`src/rtl/gamepad_pmod_driver.sv`:
```
// Gamepad Pmod transmitter: serialises a 12-button snapshot as latch/clk/data frames
// so the gamepad receiver can be exercised in simulation or on FPGA without the board.
module gamepad_pmod_driver #(
  parameter int HALF_BIT  = 4,
  parameter int LATCH_CYC = 8,
  parameter int FRAME_GAP = 64
) (
  input  logic        clk,
  input  logic        rst_n,
  input  logic        i_enable,
  input  logic        i_present,
  input  logic [11:0] i_buttons,
  output logic        pmod_latch,
  output logic        pmod_clk,
  output logic        pmod_data,
  output logic        o_busy,
  output logic        o_frame_done
);

  localparam int PH_MAX = (LATCH_CYC > HALF_BIT) ? LATCH_CYC : HALF_BIT;
  localparam int PH_W   = $clog2(PH_MAX);
  localparam int GAP_W  = $clog2(FRAME_GAP + 1);

  localparam logic [PH_W-1:0]  LATCH_LAST = PH_W'(LATCH_CYC - 1);
  localparam logic [PH_W-1:0]  HALF_LAST  = PH_W'(HALF_BIT - 1);
  localparam logic [GAP_W-1:0] GAP_LAST   = GAP_W'(FRAME_GAP - 1);
  localparam logic [GAP_W-1:0] GAP_MAX    = GAP_W'(FRAME_GAP);
  localparam logic [4:0]       LAST_BIT   = 5'd23;

  typedef enum logic [2:0] {IDLE, LATCH, LOW, HIGH, DONE} state_t;

  state_t             r_state;
  logic [PH_W-1:0]    r_phaseCnt;
  logic [GAP_W-1:0]   r_gapCnt;
  logic [4:0]         r_bitCnt;
  logic [22:0]        r_shift;

  logic [23:0]        w_snapshot;
  logic               w_gapDone;

  assign w_snapshot = i_present ? {i_buttons, 12'h000} : 24'hFFFFFF;
  assign w_gapDone  = (r_gapCnt == GAP_LAST) || (r_gapCnt == GAP_MAX);

  // pmod_data is the top bit of the 24-bit frame; r_shift holds the 23 bits still to go.
  always_ff @(posedge clk or negedge rst_n) begin
    if (!rst_n) begin
      r_state      <= IDLE;
      r_phaseCnt   <= '0;
      r_gapCnt     <= '0;
      r_bitCnt     <= '0;
      r_shift      <= '0;
      pmod_latch   <= 1'b0;
      pmod_clk     <= 1'b0;
      pmod_data    <= 1'b0;
      o_busy       <= 1'b0;
      o_frame_done <= 1'b0;
    end else begin
      o_frame_done <= 1'b0;
      case (r_state)
        IDLE: begin
          if (r_gapCnt != GAP_MAX) r_gapCnt <= r_gapCnt + 1'b1;
          if (w_gapDone && i_enable) begin
            r_state    <= LATCH;
            r_shift    <= w_snapshot[22:0];
            pmod_data  <= w_snapshot[23];
            pmod_latch <= 1'b1;
            o_busy     <= 1'b1;
            r_phaseCnt <= '0;
            r_bitCnt   <= '0;
          end
        end
        LATCH: begin
          if (r_phaseCnt == LATCH_LAST) begin
            r_state    <= LOW;
            pmod_latch <= 1'b0;
            r_phaseCnt <= '0;
          end else begin
            r_phaseCnt <= r_phaseCnt + 1'b1;
          end
        end
        LOW: begin
          if (r_phaseCnt == HALF_LAST) begin
            r_state    <= HIGH;
            pmod_clk   <= 1'b1;
            r_phaseCnt <= '0;
          end else begin
            r_phaseCnt <= r_phaseCnt + 1'b1;
          end
        end
        // Data only moves on the falling clk edge, so it is settled for the receiver's rising edge.
        HIGH: begin
          if (r_phaseCnt == HALF_LAST) begin
            r_phaseCnt <= '0;
            pmod_clk   <= 1'b0;
            if (r_bitCnt == LAST_BIT) begin
              r_state      <= DONE;
              pmod_data    <= 1'b0;
              o_busy       <= 1'b0;
              o_frame_done <= 1'b1;
              r_gapCnt     <= '0;
            end else begin
              r_state   <= LOW;
              pmod_data <= r_shift[22];
              r_shift   <= {r_shift[21:0], 1'b1};
              r_bitCnt  <= r_bitCnt + 5'd1;
            end
          end else begin
            r_phaseCnt <= r_phaseCnt + 1'b1;
          end
        end
        DONE: begin
          r_state <= IDLE;
        end
        default: begin
          r_state <= IDLE;
        end
      endcase
    end
  end

endmodule

```
`config.mk`:
```
export PLATFORM = sky130hd
export DESIGN_NAME = gamepad_pmod_driver
export DESIGN_NICKNAME = d
export VERILOG_FILES = /design/src/rtl/gamepad_pmod_driver.sv
export SDC_FILE = /design/constraint.sdc
export NUM_CORES = 1
export LEC_CHECK = 0
export CAP_MARGIN = 20
export CORE_MARGIN = 4
export CORE_UTILIZATION = 35
export CTS_BUF_LIST = sky130_fd_sc_hd__clkbuf_16
export DETAILED_ROUTE_END_ITERATION = 16
export PLACE_DENSITY = 0.49
export SYNTH_ARGS = -nofsm -noshare
export SYNTH_HDL_FRONTEND = slang
export SYNTH_SLANG_ARGS = --single-unit
```
`constraint.sdc`:
```
create_clock -name clk -period 2.4 [get_ports clk]
set_input_delay 0.36 -clock clk [delete_from_list [all_inputs] [get_ports clk]]
set_output_delay 0.36 -clock clk [all_outputs]
set_load 0.03 [all_outputs]
```
==> results of run 1 <==
sequential cells by signal, indices dropped and copies added, names as in the netlist:
| signal | flops |
|---|---|
| r_gapCnt | 7 |
| pmod_latch | 1 |
| r_state | 3 |
| r_phaseCnt | 3 |
| r_bitCnt | 5 |
| o_busy | 1 |
| pmod_data | 1 |
| r_shift | 23 |
| pmod_clk | 1 |
| o_frame_done | 1 |
metal layers:
| layer | vias up | routed length [um] | global-route usage (%) |
|---|---|---|---|
| met1 | 848 | 2320 | 16.2 |
| met2 | 15 | 2180 | 19.4 |
| li1 | 886 | - | - |
| met4 | 0 | 54 | 3.39 |
| met3 | 5 | 135 | 3.07 |
| met5 | - | 0 | 0 |
power by group through the flow:
stage / Sequential (uW) / Clock [uW] / Combinational, uW
after global routing: 774 / 726 / 73.3
after floorplan: 790 / 0 / 18.4
after global placement: 790 / 0 / 65.9
after detailed placement: 790 / 0 / 66.0
final: 775 / 662 / 63.5
after CTS: 775 / 693 / 66.1
stage by stage:
| stage | area [um2] | instances |
|---|---|---|
| after floorplan | 2440 | 248 |
| after global placement | 2740 | 357 |
| after detailed placement | 2740 | 357 |
| after CTS | 2880 | 365 |
| after global routing | 2880 | 365 |
| final | 2880 | 365 |
placed cells by master, fill, tap and decap left out, types with 2 or more instances in the layout:
master           count
nand4_1              3
nor2_1              28
mux2_4               3
inv_1               32
clkbuf_16            5
mux2i_1             14
nor3b_1              3
dfrtp_1             46
mux2_2               6
nand2_1              9
and4b_1              2
xnor2_1              3
mux2_1               3
nand2b_1             2
clkdlybuf4s50_1     19
a21oi_1             21
nand3_1              7
a31oi_1             14
nor3_1               2
buf_4                5
a211oi_1             3
ha_1                 7
o21ai_0              7
worst max-delay path, cell delays in order (launching register included):
cell and delay [ns]:
dfrtp_1 0.43, inv_1 0.08, ha_1 0.14, nand2b_1 0.09
nor4_2 0.31, o211a_4 0.25, or2_1 0.15, buf_12 0.21
mux2_2 0.35
layout make-up:
cell class	instances	area, um2	share of cell area (%)
Tap cell	96	120	4.17
Timing Repair Buffer	26	253	8.77
Clock inverter	3	16.3	0.565
Clock buffer	5	125	4.34
Multi-Input combinational cell	157	1090	38.0
Inverter	32	120	4.17
Sequential cell	46	1150	40.0
cell usage after synthesis (2+ instances only):
cell type / number / share of area [%]
mux2_2: 6 / 2.8
nand2b_1: 2 / 0.51
a211oi_1: 3 / 0.92
inv_1: 32 / 4.9
nor3_1: 2 / 0.41
nor2_1: 28 / 4.3
clkbuf_1: 7 / 1.1
nand2_1: 9 / 1.4
and4b_1: 2 / 0.82
nand3_1: 7 / 1.4
nor3b_1: 3 / 0.92
ha_1: 7 / 3.6
buf_2: 3 / 0.61
mux2i_1: 14 / 5.7
mux2_1: 3 / 1.4
nand4_1: 3 / 0.77
xnor2_1: 3 / 1.1
a31oi_1: 14 / 3.6
dfrtp_1: 46 / 47
mux2_4: 3 / 1.8
o21ai_0: 7 / 1.4
a21oi_1: 21 / 4.3
cells by family after synthesis:
family | count (synthesis) | synth area share, %
xor gates and xnor gates | 3 | 1.08
muxes | 26 | 11.7
buffers and inverters | 45 | 8.00
DFF | 46 | 47.2
adders and majority gates | 7 | 3.59
and+or+nand+nor | 67 | 14.6
AOI/OAI and AO/OA | 54 | 13.8
path summary, 6_finish.rpt:
kind | endpoint
max in group asynchronous | r_gapCnt[0]$_DFFE_PN0P_
worst min-delay path | r_phaseCnt[1]$_DFFE_PN0P_
min in group clk | r_shift[14]$_DFFE_PN0P_
worst max register to register | r_shift[16]$_DFFE_PN0P_
worst max-delay path | r_shift[16]$_DFFE_PN0P_
worst min register to register | r_shift[14]$_DFFE_PN0P_
==> metrics.cfg, run 1 <==
[synth]
syn-cell-area_um2 = 2440
synth_warnings = 0
postSynth.asyncResetShare_pct = 100
synth_flop_cell = dfrtp_1
ys_ff_latch = 46
syn_inst = 248
syn_avg_cell_area_um2 = 9.84
yosysSeqAreaShare_pct = 47.2
synth_edf_count = 0
yosysUniqueCellTypes = 45
synth_nets = 271

[sta]
fmax_mhz = 472
drv_slew = 0
rsz0062_at_grt = no
finClkSkew_ns = 0.00544
finalHoldViolCount = 0
slew_headroom_pct = 53.6
fin_tns_setup_ns = 0
max_slew.worst_pin.slew_ns = 0.693
min_period_ns = 2.12
holdWs_ns = 0.173
setup_violations = 0
period_share_pct = 88.3
worst_slack_ns = 0.282

[placement]
io_buffer_count = 20
dp_hpwl_um = 3210
pre_cts_ws_ns = 0.297
gp_congestion = 0.792

[floorplan]
initial_core_util_pct = 35.9
rows = 30
io_pins = 21
fp.dieH_um = 91.5
dieArea_um2 = 8380
core_area_um2 = 6790
die_w_um = 91.5

[power_and_ir_drop]
switching_share_pct = 21.0
power_uw = 1500
p_per_area_nw_per_um2 = 521
ir_worst_vdd_uv = 273
p_leak_uw = 0.00123
clkPwrFrac_pct = 44.1
power_frac_comb_pct = 4.2
intPower_uw = 1190
total_switching_power_uw = 314
seqPwrFrac_pct = 51.7

[critical_path]
worstPathRequired_ns = 2.57
crit_type = reg -> reg
cp-end-kind = register
r2r_slack_ns = 0.28
crit_start = r_gapCnt[0]$_DFFE_PN0P_
r2r_cells = 8
crit_arrival_ns = 2.29
reg2reg_from = r_gapCnt[0]$_DFFE_PN0P_
cp-start-kind = register
critPathMaxFanout = 28

[cts]
path_clk_slew_ns = 0.06
cts-root-buf = clkbuf_16
ctsHoldBuffers = 0
cts_tree = done
numCtsBuffers = 5
post_cts_resized = 0
clock-sinks = 46
cts_htree_levels = 2
clock_latency_ns = 0.28
clk_path_buf_depth = 2
cts_setup_buffers = 0

[routing]
first_pass_iters = 4
viasPerCell = 4.81
wl_um = 4690
ant_nets = 0
wl_per_cell_um = 12.8
num_vias = 1754
dr.first_iter.drc_count = 90
drc = 0

[grt]
antenna_found_initial = 0
grt_max_degree = 47
track_usage_pct = 12.1
grt_pass1_vias = 1796
grt_pass1_wl_um = 8360
grt_overflow_total = 0

[cells_and_area]
areaGrowthSynthToFinish_pct = 18.0
fillerInstances = 658
diodes = 0
final_util_pct = 42.4
nNetsFinal = 291
drive_gt1_share_pct = 11.2

[job]
drv_cap = 0

[status]
status = complete, no violations

[hold_path]
hp-class = in -> async

Note: power is estimated with default switching activity, not from simulation.
==> inputs of run 2 (changes only) <==
--- a/config.mk
+++ b/config.mk
@@ -7,10 +7,10 @@
 export LEC_CHECK = 0
 export CAP_MARGIN = 20
 export CORE_MARGIN = 4
-export CORE_UTILIZATION = 35
+export CORE_UTILIZATION = 30
 export CTS_BUF_LIST = sky130_fd_sc_hd__clkbuf_16
 export DETAILED_ROUTE_END_ITERATION = 16
-export PLACE_DENSITY = 0.49
+export PLACE_DENSITY = 0.43
 export SYNTH_ARGS = -nofsm -noshare
 export SYNTH_HDL_FRONTEND = slang
 export SYNTH_SLANG_ARGS = --single-unit
==> metrics.cfg, run 2 (same netlist as run 1, synthesis figures left out) <==
[status]
status = complete, no violations

[routing]
routed-wl-met2_um = 2300  ; +5.2%
met3WireLength_um = 130  ; -3.7%
ant_nets = 0  ; unchanged
wl_um = 4820  ; +2.8%
wl_per_cell_um = 12.9  ; +0.55%
drc = 0  ; unchanged
first_pass_iters = 4  ; unchanged
top_layer = met4
viasPerCell = 4.63  ; -3.7%
wl_met1_um = 2360  ; +1.8%
dr.first_iter.drc_count = 64  ; -29%
num_vias = 1727  ; -1.5%

[cells_and_area]
largest-register = r_shift
areaGrowthSynthToFinish_pct = 20.6
layout_common_cells = 46 x dfrtp_1, 32 x inv_1, 28 x nor2_1
drive_gt1_share_pct = 12.2  ; +1.0 points
fillerInstances = 791  ; +20%
diodes = 0  ; unchanged
nNetsFinal = 293  ; +0.69%
largest_register_ffs = 23  ; unchanged
final_common_cell = dfrtp_1
layout_top_registers = r_shift (23), r_gapCnt (7), r_bitCnt (5)

[critical_path]
cp-end-kind = register
cp-start-kind = register
crit_slowest_cell = dfrtp_1
r2r_cells = 8  ; unchanged
crit_arrival_ns = 2.30  ; about the same
worstPathRequired_ns = 2.57  ; about the same
reg2reg_from = r_gapCnt[0]$_DFFE_PN0P_
critPathMaxFanout = 28  ; unchanged
crit_type = reg -> reg
crit_chain = inv_1 > ha_1 > nand2b_1 > nor4_2 > o211a_4 > or2_1 > buf_12 > mux2_2
path_buf_inv = 2  ; unchanged
slowest_delay_ns = 0.44  ; about the same
worstReg2RegEnd = r_shift[16]$_DFFE_PN0P_
critical-path-top-delay-family = simple AND/OR/NAND/NOR gates
r2r_slack_ns = 0.27  ; about the same

[grt]
antenna_found_initial = 0  ; unchanged
grt_overflow_total = 0  ; unchanged
grt_pass1_vias = 1820  ; +1.3%
grt_max_degree = 29  ; -38%
grt_pass1_wl_um = 8470  ; +1.3%
track_usage_pct = 10.5  ; -1.6 points

[sta]
slew_headroom_pct = 54.5  ; +0.83 points
max_slew.worst_pin.slew_ns = 0.680  ; -0.0124 ns
setup_violations = 0  ; unchanged
finalHoldViolCount = 0  ; unchanged
worst_slack_ns = 0.271  ; -0.0105 ns
drv_slew = 0  ; unchanged
period_share_pct = 88.7  ; +0.44 points
fin_tns_setup_ns = 0  ; unchanged
min_period_ns = 2.13  ; +0.0105 ns
rsz0062_at_grt = no
finClkSkew_ns = 0.00478  ; -0.000668 ns
fmax_mhz = 470  ; -0.50%

[power_and_ir_drop]
power_frac_comb_pct = 4.0  ; -0.2 points
p_leak_uw = 0.00125  ; +1.9%
ir_worst_vdd_uv = 305  ; +11%
switching_share_pct = 20.5  ; -0.40 points
seqPwrFrac_pct = 47.4  ; -4.3 points
p_per_area_nw_per_um2 = 555  ; +6.6%
total_switching_power_uw = 336  ; +6.9%
clkPwrFrac_pct = 48.6  ; +4.5 points
intPower_uw = 1300  ; +9.5%

[floorplan]
io_pins = 21  ; unchanged
die_w_um = 98.2  ; +7.3%
rows = 32  ; +6.7%
fp.dieH_um = 98.2  ; +7.3%
initial_core_util_pct = 31.3  ; -4.7 points
core_area_um2 = 7810  ; +15%
dieArea_um2 = 9640  ; +15%

[job]
drv_cap = 0  ; unchanged

[cts]
clock-sinks = 46  ; unchanged
cts_htree_levels = 2  ; unchanged
path_clk_slew_ns = 0.06  ; about the same
cts_setup_buffers = 0  ; unchanged
ctsHoldBuffers = 0  ; unchanged
clk_path_buf_depth = 2  ; unchanged
post_cts_resized = 0  ; unchanged
clock_latency_ns = 0.28  ; about the same
numCtsBuffers = 5  ; unchanged
cts-root-buf = clkbuf_16
cts_tree = done

[placement]
io_buffer_count = 20  ; unchanged
pre_cts_ws_ns = 0.282  ; -0.0143 ns
gp_congestion = 0.798  ; +0.71%
dp_hpwl_um = 3420  ; +6.6%

[hold_path]
hp-class = in -> async

-- run 2: cell types whose count changed in the layout (fill, tap and decap cells not counted), sizes merged --
cell,delta
buf,+2
bufinv,+1
clkinv,-2
clkinvlp,+1
-- run 2: layer usage --
metal	global-route usage, %	vias to the layer above
met5	0	-
met4	2.21	0
met3	2.57	4
met2	17.6	17
met1	13.9	814
li1	-	892
-- run 2: power groups by stage --
stage | Sequential, uW | Clock, uW | Combinational [uW]
detailed placement | 790 | 0 | 69.4
global placement | 790 | 0 | 69.3
finish | 775 | 794 | 66.1
CTS | 775 | 824 | 69.2
floorplan | 790 | 0 | 18.4
global route | 774 | 851 | 76.1
-- run 2: area by class of cell --
| type | instances | area (um2) | area share [%] |
|---|---|---|---|
| tap | 102 | 128 | 4.33 |
| clock buffer | 5 | 125 | 4.25 |
| timing repair buffer | 28 | 280 | 9.52 |
| clock inverter | 3 | 45.0 | 1.53 |
| multi-input combinational | 157 | 1090 | 37.2 |
| sequential | 46 | 1150 | 39.1 |
| inverter | 32 | 120 | 4.08 |
-- run 2: worst max-delay path by stage --
stage | from | endpoint | cells after the start
after floorplan | r_phaseCnt[0]$_DFFE_PN0P_ | r_shift[19]$_DFFE_PN0P_ | 8
after global placement | r_gapCnt[0]$_DFFE_PN0P_ | r_shift[12]$_DFFE_PN0P_ | 8
after detailed placement | r_gapCnt[0]$_DFFE_PN0P_ | r_shift[16]$_DFFE_PN0P_ | 8
after CTS | r_gapCnt[0]$_DFFE_PN0P_ | r_shift[16]$_DFFE_PN0P_ | 8
after global routing | r_gapCnt[0]$_DFFE_PN0P_ | r_shift[12]$_DFFE_PN0P_ | 8
final | r_gapCnt[0]$_DFFE_PN0P_ | r_shift[16]$_DFFE_PN0P_ | 8
-- run 2: worst reg2reg max path, stage by stage (launching register included) --
cell and delay [ns]:
dfrtp_1 0.44, inv_1 0.08, ha_1 0.14, nand2b_1 0.09, nor4_2 0.29, o211a_4 0.24
or2_1 0.15, buf_12 0.21, mux2_2 0.38
-- run 2: per-stage QoR --
stage | power (uW) | utilization, % | instances | cell area [um2] | hold slack [ns]
after detailed placement | 859 | 35.5 | 365 | 2770 | 0.405
after floorplan | 808 | - | 248 | 2440 | 0.0644
after global routing | 1700 | 37.7 | 373 | 2940 | 0.112
final | 1640 | 37.7 | 373 | 2940 | 0.0632
after CTS | 1670 | 37.7 | 373 | 2940 | 0.0894
after global placement | 859 | 35.5 | 365 | 2770 | 0.398
==> inputs of run 3 (changes only) <==
--- a/config.mk
+++ b/config.mk
@@ -9,6 +9,7 @@
 export CORE_MARGIN = 4
 export CORE_UTILIZATION = 30
 export CTS_BUF_LIST = sky130_fd_sc_hd__clkbuf_16
+export CTS_CLUSTER_DIAMETER = 60
 export DETAILED_ROUTE_END_ITERATION = 16
 export PLACE_DENSITY = 0.43
 export SYNTH_ARGS = -nofsm -noshare
==> results of run 3 <==
Same layout as run 2: the final DEF is identical, and so are final timing and power.
